## config.mk

```make
export PLATFORM = sky130hd
export DESIGN_NAME = risc_sequencer_flat
export DESIGN_NICKNAME = d
export VERILOG_FILES = /design/src/rtl/risc_pkg.sv /design/src/rtl/risc_sequencer_if.sv /design/src/rtl/risc_decode.sv /design/src/rtl/risc_sequencer.sv /design/src/flat_wrapper.sv
export SDC_FILE = /design/constraint.sdc
export NUM_CORES = 1
export LEC_CHECK = 0
export BUFFER_PORTS_ARGS = -buffer_cell sky130_fd_sc_hd__buf_2
export CELL_PAD_IN_SITES_DETAIL_PLACEMENT = 0
export CELL_PAD_IN_SITES_GLOBAL_PLACEMENT = 1
export CORE_MARGIN = 1.5
export CORE_UTILIZATION = 37
export CTS_CLUSTER_SIZE = 24
export DETAILED_ROUTE_END_ITERATION = 8
export GPL_TIMING_DRIVEN = 0
export PLACE_DENSITY = 0.83
export SLEW_MARGIN = 30
export SYNTH_ARGS = -nofsm -noshare
export SYNTH_HDL_FRONTEND = slang
export SYNTH_SLANG_ARGS = --single-unit
```

## constraint.sdc

```tcl
create_clock -name clk -period 2.4 [get_ports clk]
set_input_delay 0.24 -clock clk [delete_from_list [all_inputs] [get_ports clk]]
set_output_delay 0.24 -clock clk [all_outputs]
set_load 0.02 [all_outputs]
```

## src/rtl/risc_pkg.sv

```systemverilog
// rtl/risc_pkg.sv - opcodes, sequencer state encoding and opcode class helpers
package risc_pkg;

    localparam logic [2:0] OP_HLT = 3'd0;
    localparam logic [2:0] OP_SKZ = 3'd1;
    localparam logic [2:0] OP_ADD = 3'd2;
    localparam logic [2:0] OP_AND = 3'd3;
    localparam logic [2:0] OP_XOR = 3'd4;
    localparam logic [2:0] OP_LDA = 3'd5;
    localparam logic [2:0] OP_STO = 3'd6;
    localparam logic [2:0] OP_JMP = 3'd7;

    typedef enum logic [1:0] {
        ST_RUN       = 2'd0,
        ST_HALTED    = 2'd1,
        ST_STEP_WAIT = 2'd2,
        ST_MEM_WAIT  = 2'd3
    } state_t;

    // Opcodes that read an operand from memory and load the accumulator.
    function automatic logic op_uses_acc(input logic [2:0] op);
        return (op == OP_ADD) || (op == OP_AND) || (op == OP_XOR) || (op == OP_LDA);
    endfunction

    function automatic logic op_is_store(input logic [2:0] op);
        return (op == OP_STO);
    endfunction

endpackage

```

## src/rtl/risc_sequencer_if.sv

```systemverilog
// rtl/risc_sequencer_if.sv - opcode/handshake inputs and datapath controls of the sequencer
interface risc_sequencer_if;

    logic [2:0] opcode;
    logic       zero;
    logic       mem_ready;
    logic       run;
    logic       step;
    logic       step_mode;

    logic       sel;
    logic       rd;
    logic       ld_ir;
    logic       halt;
    logic       inc_pc;
    logic       ld_ac;
    logic       wr;
    logic       ld_pc;
    logic       data_e;
    logic [2:0] phase;
    logic [1:0] state;
    logic       timeout_err;

    modport slave (
        input  opcode, zero, mem_ready, run, step, step_mode,
        output sel, rd, ld_ir, halt, inc_pc, ld_ac, wr, ld_pc, data_e,
        output phase, state, timeout_err
    );

    modport master (
        output opcode, zero, mem_ready, run, step, step_mode,
        input  sel, rd, ld_ir, halt, inc_pc, ld_ac, wr, ld_pc, data_e,
        input  phase, state, timeout_err
    );

endinterface

```

## src/rtl/risc_decode.sv

```systemverilog
// rtl/risc_decode.sv - combinational control decode from phase, opcode, zero flag and state
module risc_decode
    import risc_pkg::*;
(
    input  logic [2:0] i_phase,
    input  logic [2:0] i_opcode,
    input  logic       i_zero,
    input  state_t     i_state,
    output logic       o_sel,
    output logic       o_rd,
    output logic       o_ld_ir,
    output logic       o_halt,
    output logic       o_inc_pc,
    output logic       o_ld_ac,
    output logic       o_wr,
    output logic       o_ld_pc,
    output logic       o_data_e
);

    logic w_h;
    logic w_z;
    logic w_a;
    logic w_s;
    logic w_j;

    assign w_h = (i_opcode == OP_HLT);
    assign w_z = (i_opcode == OP_SKZ) && i_zero;
    assign w_a = op_uses_acc(i_opcode);
    assign w_s = op_is_store(i_opcode);
    assign w_j = (i_opcode == OP_JMP);

    always_comb begin
        o_sel    = 1'b0;
        o_rd     = 1'b0;
        o_ld_ir  = 1'b0;
        o_halt   = 1'b0;
        o_inc_pc = 1'b0;
        o_ld_ac  = 1'b0;
        o_wr     = 1'b0;
        o_ld_pc  = 1'b0;
        o_data_e = 1'b0;
        case (i_state)
            ST_HALTED: begin
                o_sel  = 1'b1;
                o_halt = 1'b1;
            end
            ST_STEP_WAIT: begin
                o_sel = 1'b1;
            end
            default: begin
                // MEM_WAIT decodes exactly like RUN so a stalled phase keeps its controls.
                case (i_phase)
                    3'd0: begin
                        o_sel = 1'b1;
                    end
                    3'd1: begin
                        o_sel = 1'b1;
                        o_rd  = 1'b1;
                    end
                    3'd2, 3'd3: begin
                        o_sel   = 1'b1;
                        o_rd    = 1'b1;
                        o_ld_ir = 1'b1;
                    end
                    3'd4: begin
                        o_halt   = w_h;
                        o_inc_pc = 1'b1;
                    end
                    3'd5: begin
                        o_rd = w_a;
                    end
                    3'd6: begin
                        o_rd     = w_a;
                        o_inc_pc = w_z;
                        o_ld_pc  = w_j;
                        o_data_e = w_s;
                    end
                    default: begin
                        o_rd     = w_a;
                        o_ld_ac  = w_a;
                        o_ld_pc  = w_j;
                        o_wr     = w_s;
                        o_data_e = w_s;
                    end
                endcase
            end
        endcase
    end

endmodule

```

## src/rtl/risc_sequencer.sv

```systemverilog
// rtl/risc_sequencer.sv - eight-phase instruction sequencer with memory stalls, halt and single-step
module risc_sequencer
    import risc_pkg::*;
#(
    parameter int WAIT_EN = 1,
    parameter int STEP_EN = 1,
    parameter int WAIT_W  = 4
) (
    input  logic            clk,
    input  logic            rst,
    risc_sequencer_if.slave bus
);

    localparam logic [WAIT_W-1:0] STALL_LAST = {WAIT_W{1'b1}};
    localparam logic [WAIT_W-1:0] STALL_ONE  = WAIT_W'(1);

    state_t            r_state;
    state_t            w_state_nxt;
    logic [2:0]        r_phase;
    logic [2:0]        w_phase_nxt;
    logic [WAIT_W-1:0] r_stall_cnt;
    logic [WAIT_W-1:0] w_stall_cnt_nxt;
    logic [WAIT_W-1:0] w_stall_inc;
    logic              r_timeout_err;
    logic              w_timeout_nxt;

    logic w_step_mode;
    logic w_mem_busy;
    logic w_wait_pt;
    logic w_hlt;
    logic w_step_stop;

    assign w_step_mode = (STEP_EN != 0) ? bus.step_mode : 1'b0;
    assign w_mem_busy  = (WAIT_EN != 0) ? !bus.mem_ready : 1'b0;
    assign w_hlt       = (bus.opcode == OP_HLT);
    assign w_wait_pt   = (r_phase == 3'd3) ||
                         ((r_phase == 3'd7) && (op_uses_acc(bus.opcode) || op_is_store(bus.opcode)));
    assign w_step_stop = (r_phase == 3'd7) && w_step_mode;
    assign w_stall_inc = r_stall_cnt + STALL_ONE;

    always_ff @(posedge clk or posedge rst) begin
        if (rst) begin
            r_state       <= ST_RUN;
            r_phase       <= 3'd0;
            r_stall_cnt   <= '0;
            r_timeout_err <= 1'b0;
        end else begin
            r_state       <= w_state_nxt;
            r_phase       <= w_phase_nxt;
            r_stall_cnt   <= w_stall_cnt_nxt;
            r_timeout_err <= w_timeout_nxt;
        end
    end

    always_comb begin
        w_state_nxt     = r_state;
        w_phase_nxt     = r_phase;
        w_stall_cnt_nxt = r_stall_cnt;
        w_timeout_nxt   = r_timeout_err;
        case (r_state)
            ST_RUN: begin
                if (w_wait_pt && w_mem_busy) begin
                    w_state_nxt = ST_MEM_WAIT;
                end else if ((r_phase == 3'd4) && w_hlt) begin
                    // Phase 4 has already pulsed inc_pc, so the PC is left past the HLT.
                    w_state_nxt = ST_HALTED;
                    w_phase_nxt = 3'd0;
                end else if (w_step_stop) begin
                    w_state_nxt = ST_STEP_WAIT;
                    w_phase_nxt = 3'd0;
                end else begin
                    w_phase_nxt = r_phase + 3'd1;
                end
            end
            ST_MEM_WAIT: begin
                if (w_mem_busy) begin
                    if (w_stall_inc == STALL_LAST) begin
                        w_timeout_nxt   = 1'b1;
                        w_state_nxt     = ST_HALTED;
                        w_phase_nxt     = 3'd0;
                        w_stall_cnt_nxt = '0;
                    end else begin
                        w_stall_cnt_nxt = w_stall_inc;
                    end
                end else begin
                    w_stall_cnt_nxt = '0;
                    if (w_step_stop) begin
                        w_state_nxt = ST_STEP_WAIT;
                        w_phase_nxt = 3'd0;
                    end else begin
                        w_state_nxt = ST_RUN;
                        w_phase_nxt = r_phase + 3'd1;
                    end
                end
            end
            ST_HALTED: begin
                if (bus.run) begin
                    w_state_nxt = ST_RUN;
                end
            end
            default: begin
                // Leaving STEP_WAIT always needs a pulse, even once step_mode has dropped.
                if (bus.run || bus.step) begin
                    w_state_nxt = ST_RUN;
                end
            end
        endcase
    end

    assign bus.phase       = r_phase;
    assign bus.state       = r_state;
    assign bus.timeout_err = r_timeout_err;

    risc_decode u_decode (
        .i_phase  (r_phase),
        .i_opcode (bus.opcode),
        .i_zero   (bus.zero),
        .i_state  (r_state),
        .o_sel    (bus.sel),
        .o_rd     (bus.rd),
        .o_ld_ir  (bus.ld_ir),
        .o_halt   (bus.halt),
        .o_inc_pc (bus.inc_pc),
        .o_ld_ac  (bus.ld_ac),
        .o_wr     (bus.wr),
        .o_ld_pc  (bus.ld_pc),
        .o_data_e (bus.data_e)
    );

endmodule

```

## src/flat_wrapper.sv

```systemverilog
// flat-port wrapper written by rule: the top's interface ports become plain ports
module risc_sequencer_flat import risc_pkg::*;
#(
    parameter int WAIT_EN = 1,
    parameter int STEP_EN = 1,
    parameter int WAIT_W  = 4
)
  (clk, rst, bus_opcode, bus_zero, bus_mem_ready, bus_run, bus_step, bus_step_mode, bus_sel, bus_rd, bus_ld_ir, bus_halt, bus_inc_pc, bus_ld_ac, bus_wr, bus_ld_pc, bus_data_e, bus_phase, bus_state, bus_timeout_err);
  risc_sequencer_if bus_i ();
  input  logic clk;
  input  logic rst;
  input wire logic [$bits(bus_i.opcode)-1:0] bus_opcode;
  input wire logic [$bits(bus_i.zero)-1:0] bus_zero;
  input wire logic [$bits(bus_i.mem_ready)-1:0] bus_mem_ready;
  input wire logic [$bits(bus_i.run)-1:0] bus_run;
  input wire logic [$bits(bus_i.step)-1:0] bus_step;
  input wire logic [$bits(bus_i.step_mode)-1:0] bus_step_mode;
  output wire logic [$bits(bus_i.sel)-1:0] bus_sel;
  output wire logic [$bits(bus_i.rd)-1:0] bus_rd;
  output wire logic [$bits(bus_i.ld_ir)-1:0] bus_ld_ir;
  output wire logic [$bits(bus_i.halt)-1:0] bus_halt;
  output wire logic [$bits(bus_i.inc_pc)-1:0] bus_inc_pc;
  output wire logic [$bits(bus_i.ld_ac)-1:0] bus_ld_ac;
  output wire logic [$bits(bus_i.wr)-1:0] bus_wr;
  output wire logic [$bits(bus_i.ld_pc)-1:0] bus_ld_pc;
  output wire logic [$bits(bus_i.data_e)-1:0] bus_data_e;
  output wire logic [$bits(bus_i.phase)-1:0] bus_phase;
  output wire logic [$bits(bus_i.state)-1:0] bus_state;
  output wire logic [$bits(bus_i.timeout_err)-1:0] bus_timeout_err;
  assign bus_i.opcode = bus_opcode;
  assign bus_i.zero = bus_zero;
  assign bus_i.mem_ready = bus_mem_ready;
  assign bus_i.run = bus_run;
  assign bus_i.step = bus_step;
  assign bus_i.step_mode = bus_step_mode;
  assign bus_sel = bus_i.sel;
  assign bus_rd = bus_i.rd;
  assign bus_ld_ir = bus_i.ld_ir;
  assign bus_halt = bus_i.halt;
  assign bus_inc_pc = bus_i.inc_pc;
  assign bus_ld_ac = bus_i.ld_ac;
  assign bus_wr = bus_i.wr;
  assign bus_ld_pc = bus_i.ld_pc;
  assign bus_data_e = bus_i.data_e;
  assign bus_phase = bus_i.phase;
  assign bus_state = bus_i.state;
  assign bus_timeout_err = bus_i.timeout_err;
  risc_sequencer #(.WAIT_EN(WAIT_EN), .STEP_EN(STEP_EN), .WAIT_W(WAIT_W)) u_core (.clk(clk), .rst(rst), .bus(bus_i));
endmodule
```

**Word-level counts from Yosys, hierarchy flattened**

Index checks and enable logic that the tools add are counted.

- $mul: 0
- Add/subtract/negate cells: 2
- Equality and inequality tests: 22
- $lt $le $gt $ge: 0
- Shift operators: 0
- Multiplexer cells: 35
- Bitwise operators: 1
- Reductions and logical operators: 27
- Divide/modulo/power cells: 0

Operators by type and width:

| operator | number |
|---|---|
| 3-bit == test, second input constant | 8 |
| 2-bit two-way mux | 8 |
| 1-bit two-way mux | 15 |
| 3-bit two-way mux | 5 |
| 3-bit by 2-bit == test with 1-bit output, second input constant | 4 |
| 4-bit two-way mux | 2 |
| 7-bit OR reduction | 1 |
| 3-bit by 1-bit == test with 1-bit output, second input constant | 2 |
| 3-bit logical NOT | 2 |
| 1-bit logical OR | 6 |
| 1-bit case mux with 2 select lines | 3 |
| 2-bit case mux with 3 select lines | 1 |
| 3-bit case mux with 2 select lines | 1 |
| 3-bit AND reduction | 2 |
| 2-bit OR reduction | 3 |
| 6-bit OR reduction | 1 |
| 1-bit logical AND | 5 |
| 4-bit by 1-bit adder with 4-bit output, second input constant | 1 |
| 2-bit == test, second input constant | 2 |
| 4-bit == test, second input constant | 1 |
| 2-bit != test, second input constant | 2 |
| 4-bit by 1-bit != test with 1-bit output, second input constant | 1 |
| 4-bit AND reduction | 1 |
| 4-bit nonzero test | 1 |
| other kinds (9) | 9 |

- Bits in read-only memories: 0
- Bits of input ports: 10
- Logic and storage cells: 91
- RAM bits: 0
- Bits in latches: 0
- Output and inout port bits: 15
- Memories kept: 0
- Flip-flop bits (word level): 10

**Longest topological paths before layout**

- Depth in word-level cells: 10
- Depth in mapped cells: 7
- Gate-level depth less buffers: 7

**Cells and area by module**

From an unflattened synthesis, not the netlist that was laid out.

- Cell total of the unflattened synthesis: 99
- Area, all modules: 904.6 sq um

By module, submodules not included:

| module | instances | cells each | area an instance (sq um) | sequential area each (sq um) |
|---|---|---|---|---|
| risc_sequencer | 1 | 77 | 768.2 | 250.2 |
| risc_decode | 1 | 22 | 136.4 | 0.0 |

**Worst setup path before layout**

OpenSTA, ideal clock, no wires.

- Path kind: flip-flop to flip-flop
- Start point: register u_core.r_phase[0] (netlist: u_core.bus.phase[0])
- End point: register u_core.r_state[0] (netlist: u_core.bus.state[0])
- Path buffers: 0
- Library setup time: 128 ps
- Path slack: 319 ps
- Arrival time: 1954 ps
- Clock period less this slack: 2081 ps
- Required time: 2272 ps
- Cell stages (with the launch flop): 8
- Path through: dfrtp_1 -> ha_1 -> ha_1 -> nand2b_1 -> o32ai_4 -> nor3b_2 -> a211oi_2 -> mux2_1

- Longest elaborated chain between the ends: 6
- Elaborated cells between the ends (all ways): 13
- Those cells by class: eq/ne: 4; mux: 3; reduce/logical: 6

Ends and longest elaborated chain:

| element | line | source |
|---|---|---|
| from (decl) | risc_sequencer.sv:19 | `logic [2:0] r_phase;` |
| from (signal assigned) | risc_sequencer.sv:49 | `r_phase <= w_phase_nxt;` |
| 3-bit == test | risc_sequencer.sv:37, risc_sequencer.sv:38 |  |
| 1-bit logical AND | risc_sequencer.sv:37 | `((r_phase == 3'd7) && (op_uses_acc(bus.opcode) \|\| op_is_store(bus.opcode)));` |
| 1-bit logical OR | risc_sequencer.sv:36 | `assign w_wait_pt = (r_phase == 3'd3) \|\|` |
| 1-bit logical AND | risc_sequencer.sv:62 | `if (w_wait_pt && w_mem_busy) begin` |
| 4-bit by 1-bit != test with 1-bit output (no source line) / 2-bit two-way mux (equally long branches) | -- |  |
| 4-bit AND reduction (no source line) / 2-bit case mux with 3 select lines (equally long branches) | -- |  |
| to (signal assigned) | risc_sequencer.sv:48 | `r_state <= w_state_nxt;` |
| to (decl) | risc_sequencer.sv:17 | `state_t r_state;` |

Parallel ways exist; a longest one is shown, timed or not.
A chain may end at the register's enable or synchronous reset.

**Worst setup path after layout**

- Start point: register u_core.r_phase[0] (netlist: u_core.bus.phase[0])
- End point: output bus_wr

- Longest elaborated chain between the ends: 4
- Elaborated cells between the ends (all ways): 10
- Those cells by class: eq/ne: 6; mux: 2; reduce/logical: 2

Ends and longest elaborated chain:

| element | line | source |
|---|---|---|
| 3-bit == test, or another cell as far along | risc_decode.sv:52 | `case (i_phase)` |
| 7-bit OR reduction (no source line) (*) | -- |  |
| 1-bit two-way mux (*) | risc_decode.sv:52 |  |
| 1-bit two-way mux (*) | risc_decode.sv:42 | `case (i_state)` |
| to (decl) | flat_wrapper.sv:24 | `output wire logic [$bits(bus_i.wr)-1:0] bus_wr;` |

Mark *: on every way between the ends. The rest lies on a longest branch, timed or not.

==> run summary <==
post-route antenna net violation count: 0
Min Clock Period, post-route: 2.14 ns
WHS: 0.411 ns
via count: 854
sequential cell area fraction in the yosys report: 0.275
max-slew violations: 0
largest net degree at the start of global routing: 11
Sum Neg Setup Slack: 0 ns
multiplexer share of the synthesized area: 0.0467
first-pass GRT wire length: 3320 um
top cell type's share of synthesized area: 0.275
non-filler cells, final: 166
Crit Path Class: register to output pin
VDD IR-drop max: 569 uV
number of core rows: 17
Post-Synth Simple-Gate Area: 0.234
yosys warns: 0
vias in the first global route: 819
area grow syn2layout: 22.1%
Setup Buffers After CTS: 0
pwr dens: 1340 nW/um^2
synth top area cells: dfrtp_1 (27%), ha_1 (15%), a21oi_1 (6.6%)
die area: 2770 sq um
Synth cell types: 35
status: finished, final reports clean
CTS max path bufs: 2
setup slack after layout: 0.256 ns
Resize count post-CTS: 0
met2 Resource Use GR: 0.292
via/cell ratio: 5.14
Die Wd: 52.6 um
most crowded layer after global routing: met2
nets: 160
CTS tree: built
CTS Root Cell: clkbuf_4
DRC Markers: 0
Slew Limit Headroom: 0.720
Compound-Gate Fraction of Synth Area: 0.218
Setup crit start: u_core.bus.phase[0]$_DFFE_PP0P_
final hold vios: 0
dpl cells: 161
worst hold stages: 3
Synth Area in XOR/XNOR: 0.00962
# setup viols final: 0
EDFF count, synth: 0
CTS Hold Buffers Added: 1
register-to-register setup slack: 0.28 ns
flip-flop and latch count after synthesis: 10
final HPWL from detailed placement: 1640 um
Place WS: 0.286 ns
Global Route Usage Sum: 0.161
Congestion Overflow GR: 0
gpl congestion: 0.804
core area: 2280 sq um
final WL: 2060 um
Hold Crit Class: input pin to register
Post-Syn Area: 911 sq um
final period utilization: 0.894
RSZ-0062 raised after global routing: no
fmax: 0.466 GHz
min-delay src: bus_mem_ready
CP Launch Type: register
area leader, netlist: dfrtp_1
DR pass1 iterations: 4
CP max FO: 7
Lkg Pwr: 0.567 nW
ys flop type: dfrtp_1
Die H: 52.6 um
r2r startpoint: u_core.bus.phase[0]$_DFFE_PP0P_
First DRT Iteration DRCs: 9
PnR Total Power: 0.00149 W
skew final: 0.00460 ns
Ant. Diodes: 0
share of layout cells above drive strength 1: 0.246
Worst R2R Path Depth: 7
Reg clk slew, reported paths: 0.07 ns
Critical Path End Type: output pin
WP data arrival: 1.90 ns
CTS Buf Count: 3
cell count after synthesis: 109
H-tree depth: 1
Worst Max-Slew Pin Slew: 0.418 ns
antenna violations before repair: 0
total nets after synthesis: 130
Adder-Cell Fraction of Synth Area: 0.151
Port Buf Inserts: 24
CTS Sinks: 10
FFs w/ async S/R, synth: 1.00
Mapped Avg Cell Area: 8.36 sq um
WP data required: 2.16 ns
maximum capacitance violations: 0
Clock Latency Late Sink: 0.26 ns
met3 GRT Util: 0.00857
Starting Density: 0.400
WL/cell: 12.4 um
io pins: 25
largest family of logic cells by synthesized area: simple AND/OR/NAND/NOR gates
M1 GR Usage: 0.183
==> sequential cells by signal, indices dropped and copies added, names as in the netlist <==
name                    cells
u_core.bus.state            2
u_core.r_stall_cnt          4
u_core.bus.phase            3
u_core.bus.timeout_err      1
==> logic make-up (layout without fill, tap and decap cells) <==
kind of cell / count (synthesis) / after routing
buf+inv: 16 / 45
flops: 10 / 10
fa+ha+maj: 11 / 11
xor+xnor: 1 / 1
simple gates: 38 / 38
compound gates: 29 / 29
mux: 4 / 4
==> power by group <==
group / internal (W) / leakage (nW) / total (W) / switching (W)
combinational: 0.000384 / 0.422 / 0.000978 / 0.000594
sequential: 0.000253 / 0.124 / 0.000361 / 0.000108
clock: 0.0000921 / 0.0210 / 0.000150 / 0.0000577
total: 0.000730 / 0.567 / 0.00149 / 0.000759
==> cell usage after synthesis, types with 2 or more instances <==
master,number
nor3_1,2
o21bai_1,2
or3_1,3
o21ai_0,4
and3_1,2
nand2b_1,2
nor4_1,2
mux2_1,2
o21a_1,2
nor2_1,6
ha_1,11
inv_1,14
nor2b_1,2
mux2i_1,2
o22ai_1,3
a21oi_1,12
nand2_1,10
clkbuf_1,2
dfrtp_1,10
==> stage by stage <==
step	utilization	cell area [sq um]
2_1_floorplan	-	911
3_3_place_gp	0.468	1070
3_5_place_dp	0.468	1070
4_1_cts	0.489	1110
5_1_grt	0.489	1110
6_report	0.489	1110
==> critical path: stages, from the launching register on <==
cell,delay (ns)
dfrtp_1,0.45
ha_1,0.27
ha_1,0.24
or3_1,0.37
nor3_1,0.13
buf_2,0.19
==> layout by cell type, fill, tap and decap left out, drive strengths merged, types with 3 or more instances in the layout <==
| cell | count |
|---|---|
| a21oi | 12 |
| inv | 14 |
| nor2 | 7 |
| buf | 24 |
| o21ai | 5 |
| dfrtp | 10 |
| o22ai | 3 |
| or3 | 3 |
| ha | 11 |
| and3 | 3 |
| clkbuf | 6 |
| nand2 | 10 |
==> final timing paths <==
check                                                     end
max                                                    bus_wr
min                        u_core.bus.timeout_err$_DFFE_PP0P_
max reg2reg                   u_core.bus.state[1]$_DFFE_PP0P_
min reg2reg                u_core.bus.timeout_err$_DFFE_PP0P_
max in group asynchronous     u_core.bus.phase[1]$_DFFE_PP0P_
min in group asynchronous   u_core.r_stall_cnt[1]$_DFFE_PP0P_
==> routing by layer <==
layer | part of all wire | vias up
met4 | 0.0063 | 0
met3 | 0.032 | 2
met2 | 0.49 | 17
met1 | 0.47 | 392
li1 | - | 443
met5 | 0 | -
==> layout make-up <==
class	count	area, sq um
inverters	14	52.6
repair buffers	25	130
fillers	224	1160
clock buffers	4	36.3
flip-flops and latches	10	250
well taps	28	35.0
multi-input cells	83	601
plain buffers	2	7.51
(Power assumes the default switching activity.)
